===== config.mk =====
export PLATFORM = sky130hd
export DESIGN_NAME = freq_div_prog
export DESIGN_NICKNAME = d
export VERILOG_FILES = /design/src/rtl/freq_div_prog.sv
export SDC_FILE = /design/constraint.sdc
export NUM_CORES = 1
export LEC_CHECK = 0
export BUFFER_PORTS_ARGS = -buffer_cell sky130_fd_sc_hd__clkbuf_2
export CORE_ASPECT_RATIO = 2
export CORE_MARGIN = 5
export CORE_UTILIZATION = 55
export DETAILED_ROUTE_END_ITERATION = 7
export GPL_ROUTABILITY_DRIVEN = 0
export GPL_TIMING_DRIVEN = 0
export PLACE_DENSITY = 0.73
export SLEW_MARGIN = 0
export SYNTH_ARGS = -nofsm -noshare
export SYNTH_HDL_FRONTEND = slang
export SYNTH_SLANG_ARGS = --single-unit
export TNS_END_PERCENT = 100

===== constraint.sdc =====
create_clock -name clk -period 2.9 [get_ports clk]
set_clock_uncertainty 0.05 [all_clocks]
set_input_delay 0.435 -clock clk [delete_from_list [all_inputs] [get_ports clk]]
set_output_delay 0.435 -clock clk [all_outputs]
set_load 0.1 [all_outputs]

===== src/rtl/freq_div_prog.sv =====
// freq_div_prog: multi-channel programmable clock divider.
// Each channel divides clk by a runtime divisor D (2..2^DIV_W-1) and produces
// a near-50% duty clock (ceil(D/2) cycles high) plus a one-cycle tick on the
// first high cycle of every period. Divisor writes go through a valid/ready
// handshake into a one-deep pending slot per channel. The pending value is
// applied only at a period boundary, on sync, or while the channel is
// disabled, so div_out never shows a partial period.
// Ports:
//   clk, rst      clock, synchronous active-high reset
//   ch_en         per-channel enable (disabled: held at count 0, outputs low)
//   sync          restarts the period of every enabled channel
//   cfg_valid/cfg_ready/cfg_ch/cfg_div   divisor update handshake
//   cfg_err       one-cycle pulse after an accepted illegal request
//   div_out, tick registered divided clocks and period-start pulses
module freq_div_prog #(
   parameter  int NUM_CH  = 4,
   parameter  int DIV_W   = 8,
   parameter  int DEF_DIV = 2,
   localparam int CH_W    = $clog2(NUM_CH > 1 ? NUM_CH : 2)
) (
   input  logic              clk,
   input  logic              rst,
   input  logic [NUM_CH-1:0] ch_en,
   input  logic              sync,
   input  logic              cfg_valid,
   output logic              cfg_ready,
   input  logic [CH_W-1:0]   cfg_ch,
   input  logic [DIV_W-1:0]  cfg_div,
   output logic              cfg_err,
   output logic [NUM_CH-1:0] div_out,
   output logic [NUM_CH-1:0] tick
);

   // pend_v padded to the full cfg_ch range so an out-of-range channel
   // number never indexes past the vector
   localparam int NPAD = 2 ** CH_W;

   logic [NUM_CH-1:0] pend_v;
   logic [NPAD-1:0]   pend_pad;
   logic              ch_ok;
   logic              div_ok;
   logic              accept;

   assign ch_ok     = int'(cfg_ch) < NUM_CH;
   assign div_ok    = cfg_div >= DIV_W'(2);
   assign pend_pad  = NPAD'(pend_v);
   assign cfg_ready = ~ch_ok | ~pend_pad[cfg_ch];
   assign accept    = cfg_valid & cfg_ready;

   always_ff @(posedge clk) begin
      if (rst) cfg_err <= 1'b0;
      else     cfg_err <= accept & ~(ch_ok & div_ok);
   end

   for (genvar g = 0; g < NUM_CH; g++) begin : g_ch
      logic [DIV_W-1:0] cnt;
      logic [DIV_W-1:0] div_act;
      logic [DIV_W-1:0] pend_div;
      logic [DIV_W:0]   hi;
      logic             pv;
      logic             dout_q;
      logic             tick_q;
      logic             wrap;
      logic             apply;
      logic             wr;

      // one extra bit so ceil(D/2) cannot overflow at the maximum divisor
      assign hi    = ({1'b0, div_act} + (DIV_W+1)'(1)) >> 1;
      assign wrap  = cnt == div_act - DIV_W'(1);
      assign apply = pv & (~ch_en[g] | sync | wrap);
      assign wr    = accept & ch_ok & div_ok & (cfg_ch == CH_W'(g));

      always_ff @(posedge clk) begin
         if (rst) begin
            cnt      <= '0;
            div_act  <= DIV_W'(DEF_DIV);
            pend_div <= '0;
            pv       <= 1'b0;
            dout_q   <= 1'b0;
            tick_q   <= 1'b0;
         end else begin
            if (~ch_en[g] | sync) begin
               cnt    <= '0;
               dout_q <= 1'b0;
               tick_q <= 1'b0;
            end else begin
               dout_q <= {1'b0, cnt} < hi;
               tick_q <= cnt == '0;
               cnt    <= wrap ? '0 : cnt + DIV_W'(1);
            end
            if (apply) begin
               div_act <= pend_div;
               pv      <= 1'b0;
            end
            // a write landing on the apply edge becomes the next pending value
            if (wr) begin
               pend_div <= cfg_div;
               pv       <= 1'b1;
            end
         end
      end

      assign pend_v[g]  = pv;
      assign div_out[g] = dout_q;
      assign tick[g]    = tick_q;
   end

endmodule


==> metrics.md <==
| Metric | Value |
|---|---|
| F_max | `373 MHz` |
| Final setup fails | `0` |
| Drt first pass iters | `4` |
| Met1 global-route usage | `20.4%` |
| Net Sw Power | `0.778 mW` |
| Critical path launch point type | `register` |
| Reg2Reg Capture Point | `g_ch[3].pv$_SDFFE_PP0P_` |
| Cell depth of the worst hold path | `3` |
| Tmin final | `2.68 ns` |
| Pwr dens | `434 nW/um2` |
| Worst hold slack | `0.331 ns` |
| Comb power frac | `9.8%` |
| Antenna violations before repair | `0` |
| Buffer count from post-CTS setup fixing | `0` |
| CTS Hold Bufs | `0` |
| Pwr Total | `3.00 mW` |
| Gr ovfl total | `0` |
| R2R cell count | `10` |
| Grt met3 use | `2.64%` |
| Flop2flop setup slack | `0.22 ns` |
| Routed len/inst | `15.5 um` |
| Total Routing Usage GR | `20.8%` |
| Fillers | `1008` |
| Largest net degree at the start of global routing | `19` |
| # Max-Cap Violations | `0` |
| FF-to-FF Start | `g_ch[3].div_act[0]$_SDFFE_PP0P_` |
| Sw Share | `25.9%` |
| Status | `finished, final reports clean` |
| Post-synth design cell area | `6340 um2` |
| Io pins | `28` |
| Reg power frac | `51.6%` |
| Total clock sinks | `109` |
| Share of layout cells above drive strength 1 | `11.2%` |
| TritonCTS clock tree | `built` |
| DR DRC count | `0` |
| Inserted Diodes | `0` |
| Async SR Flop Fraction | `0%` |
| Tcrit/Tclk final | `92.6%` |
| Placeable Area | `11300 um2` |
| Ys Warns | `0` |
| CP Capture Type | `register` |
| Initial Utilization | `56.1%` |
| Lkg Pwr | `3.09 nW` |
| Vias | `5020` |
| # port buffers | `26` |
| Antenna Nets Post-Route | `0` |
| Met2 usage | `41.0%` |
| Worst Hold End | `cfg_err$_SDFF_PP0_` |
| Clock power frac | `38.7%` |
| Pint | `2.22 mW` |
| Mapped Cells | `711` |
| DP Area | `6640 um2` |
| Unrepaired setup endpoints after global routing | `no` |
| Largest cells by area after synthesis | `dfxtp_1, mux2i_1, ha_1` |
| CTS max path bufs | `2` |
| DP Worst Slack | `-0.0307 ns` |
| Wirelength, routed | `13900 um` |
| Hold crit path type | `input port to register` |
| Most used DFF post-synth | `dfxtp_1` |
| Insertion delay to the later sink of the worst-skew pair | `0.35 ns` |
| Vias per inst | `5.62` |
| CTS resizes | `1` |
| First-pass GRT wire length | `23500 um` |
| Vias in the first global route | `5151` |
| Top-area cell type share of the netlist area | `34.4%` |
| Worst Path Class, Setup | `register to register` |
| Post-synth EDFFs | `0` |
| Core Rows | `55` |
| Commonest non-fill, non-tap cells in the layout | `nor2_1, dfxtp_1, mux2i_1` |
| CTS Buf Count | `9` |
| Global route hottest layer | `met2` |
| Distinct cells, synth | `53` |
| CP Data Required Time | `3.07 ns` |
| Final core utilization | `61.3%` |
| Design area | `6920 um2` |
| Die height | `162 um` |
| Sequential-to-total area share from yosys stat | `34.4%` |
| Die ar. | `13900 um2` |
| Synthesized flop and latch total | `109` |
| Post-layout nets | `809` |
| Dominant cell type by area after synthesis | `dfxtp_1` |
| Maximum VDD drop | `0.356 mV` |
| Max FO, Critical Path | `10` |
| CTS clk-pin slew, worst paths | `0.08 ns` |
| Worst slew pin tran | `0.621 ns` |
| Hold_sp | `cfg_valid` |
| Hpwl dp | `10900 um` |
| Commonest non-fill, non-tap cell in the layout | `nor2_1` |
| Crit path DAT | `2.85 ns` |
| Rel. slew slack | `58.6%` |
| PnR worst setup slack | `0.216 ns` |
| H-tree depth | `3` |
| Fin. max-slew vios | `0` |
| Area delta synth->final | `9.22%` |
| Chip Width | `85.9 um` |
| Hold Vio Cnt, Final | `0` |
| Synth Net Count | `773` |
| Root Buffer | `clkbuf_16` |
| Initial DRC count | `186` |
| Post-Syn Area per Cell | `8.91 um2` |
cell families (layout without fill, tap and decap cells):
| family | Yosys count | count (layout) | share of synthesized area [%] |
|---|---|---|---|
| xor+xnor | 87 | 87 | 12.0 |
| buf+inv | 74 | 114 | 5.15 |
| mux | 62 | 62 | 9.99 |
| flops | 109 | 109 | 34.4 |
| simple gates | 264 | 264 | 20.5 |
| compound gates | 71 | 71 | 9.24 |
| fa+ha+maj | 44 | 44 | 8.69 |
final cells by class:
| cell class | count | area [um2] | share of cell area (%) |
|---|---|---|---|
| clock buffers | 9 | 225 | 3.25 |
| repair buffers | 26 | 130 | 1.88 |
| inverters | 28 | 105 | 1.52 |
| multi-input cells | 528 | 3830 | 55.4 |
| plain buffers | 45 | 220 | 3.18 |
| clock inverters | 6 | 47.5 | 0.687 |
| well taps | 142 | 178 | 2.57 |
| flip-flops and latches | 109 | 2180 | 31.5 |
worst max path at each step:
stage	start	end	slack [ns]	depth (start not counted)
2_1_floorplan	g_ch[3].div_act[0]$_SDFFE_PP0P_	g_ch[3].pv$_SDFFE_PP0P_	0.45	11
3_3_place_gp	g_ch[3].div_act[0]$_SDFFE_PP0P_	g_ch[3].div_act[1]$_SDFFE_PP1P_	0.11	11
3_5_place_dp	g_ch[3].div_act[0]$_SDFFE_PP0P_	g_ch[3].pv$_SDFFE_PP0P_	-0.03	11
4_1_cts	g_ch[3].div_act[0]$_SDFFE_PP0P_	g_ch[3].pv$_SDFFE_PP0P_	0.09	11
5_1_grt	g_ch[3].div_act[0]$_SDFFE_PP0P_	g_ch[3].pv$_SDFFE_PP0P_	0.11	10
6_report	g_ch[3].div_act[0]$_SDFFE_PP0P_	g_ch[3].pv$_SDFFE_PP0P_	0.22	10
power groups by stage:
stage / Combinational, mW / Sequential, mW / Clock (mW)
6_report: 0.293 / 1.55 / 1.16
4_1_cts: 0.294 / 1.55 / 1.19
2_1_floorplan: 0.221 / 1.58 / 0
3_3_place_gp: 0.284 / 1.58 / 0
5_1_grt: 0.319 / 1.55 / 1.24
3_5_place_dp: 0.292 / 1.58 / 0
flip-flops by register name, indices dropped and copies added (netlist names):
| signal | cells |
|---|---|
| g_ch.cnt | 32 |
| g_ch.div_act | 32 |
| g_ch.pend_div | 32 |
| g_ch.dout_q | 4 |
| g_ch.pv | 4 |
| g_ch.tick_q | 4 |
| cfg_err | 1 |
routing by layer:
layer	vias to the layer above	wire length (um)
li1	2493	-
met1	2391	5070
met2	94	7810
met3	42	438
met4	0	547
met5	-	0
critical path, stage by stage (launching register included):
cell and delay (ns):
dfxtp_1 0.32, clkbuf_2 0.19, inv_1 0.12, ha_1 0.36, nand4bb_1 0.16, a211oi_1 0.33, o211ai_1 0.18, a211oi_2 0.37
nand2b_1 0.16, buf_2 0.21, o22ai_1 0.10
stage by stage:
step,TNS (ns),std cells
final,0,893
after global routing,0,893
after CTS,0,894
after detailed placement,-0.0437,879
after global placement,0,879
after floorplan,0,711
cells in the mapped netlist (3+ instances only):
library cell / instances
nor2_1: 115
a21o_1: 12
dfxtp_1: 109
nand3_1: 40
inv_1: 28
a211oi_1: 6
nand4_1: 4
o21ai_0: 5
xnor2_1: 36
nor4b_1: 4
a21boi_0: 3
or3_1: 8
ha_1: 44
and3_1: 15
buf_4: 8
nor4_1: 5
buf_2: 15
clkbuf_1: 22
nor3_1: 19
nand2_1: 21
o21ai_4: 3
o21bai_1: 3
o211ai_1: 6
mux2i_1: 61
nor4_2: 3
nand2b_1: 15
nor3b_1: 3
xor2_1: 51
a21oi_1: 14
(Power assumes the default switching activity.)
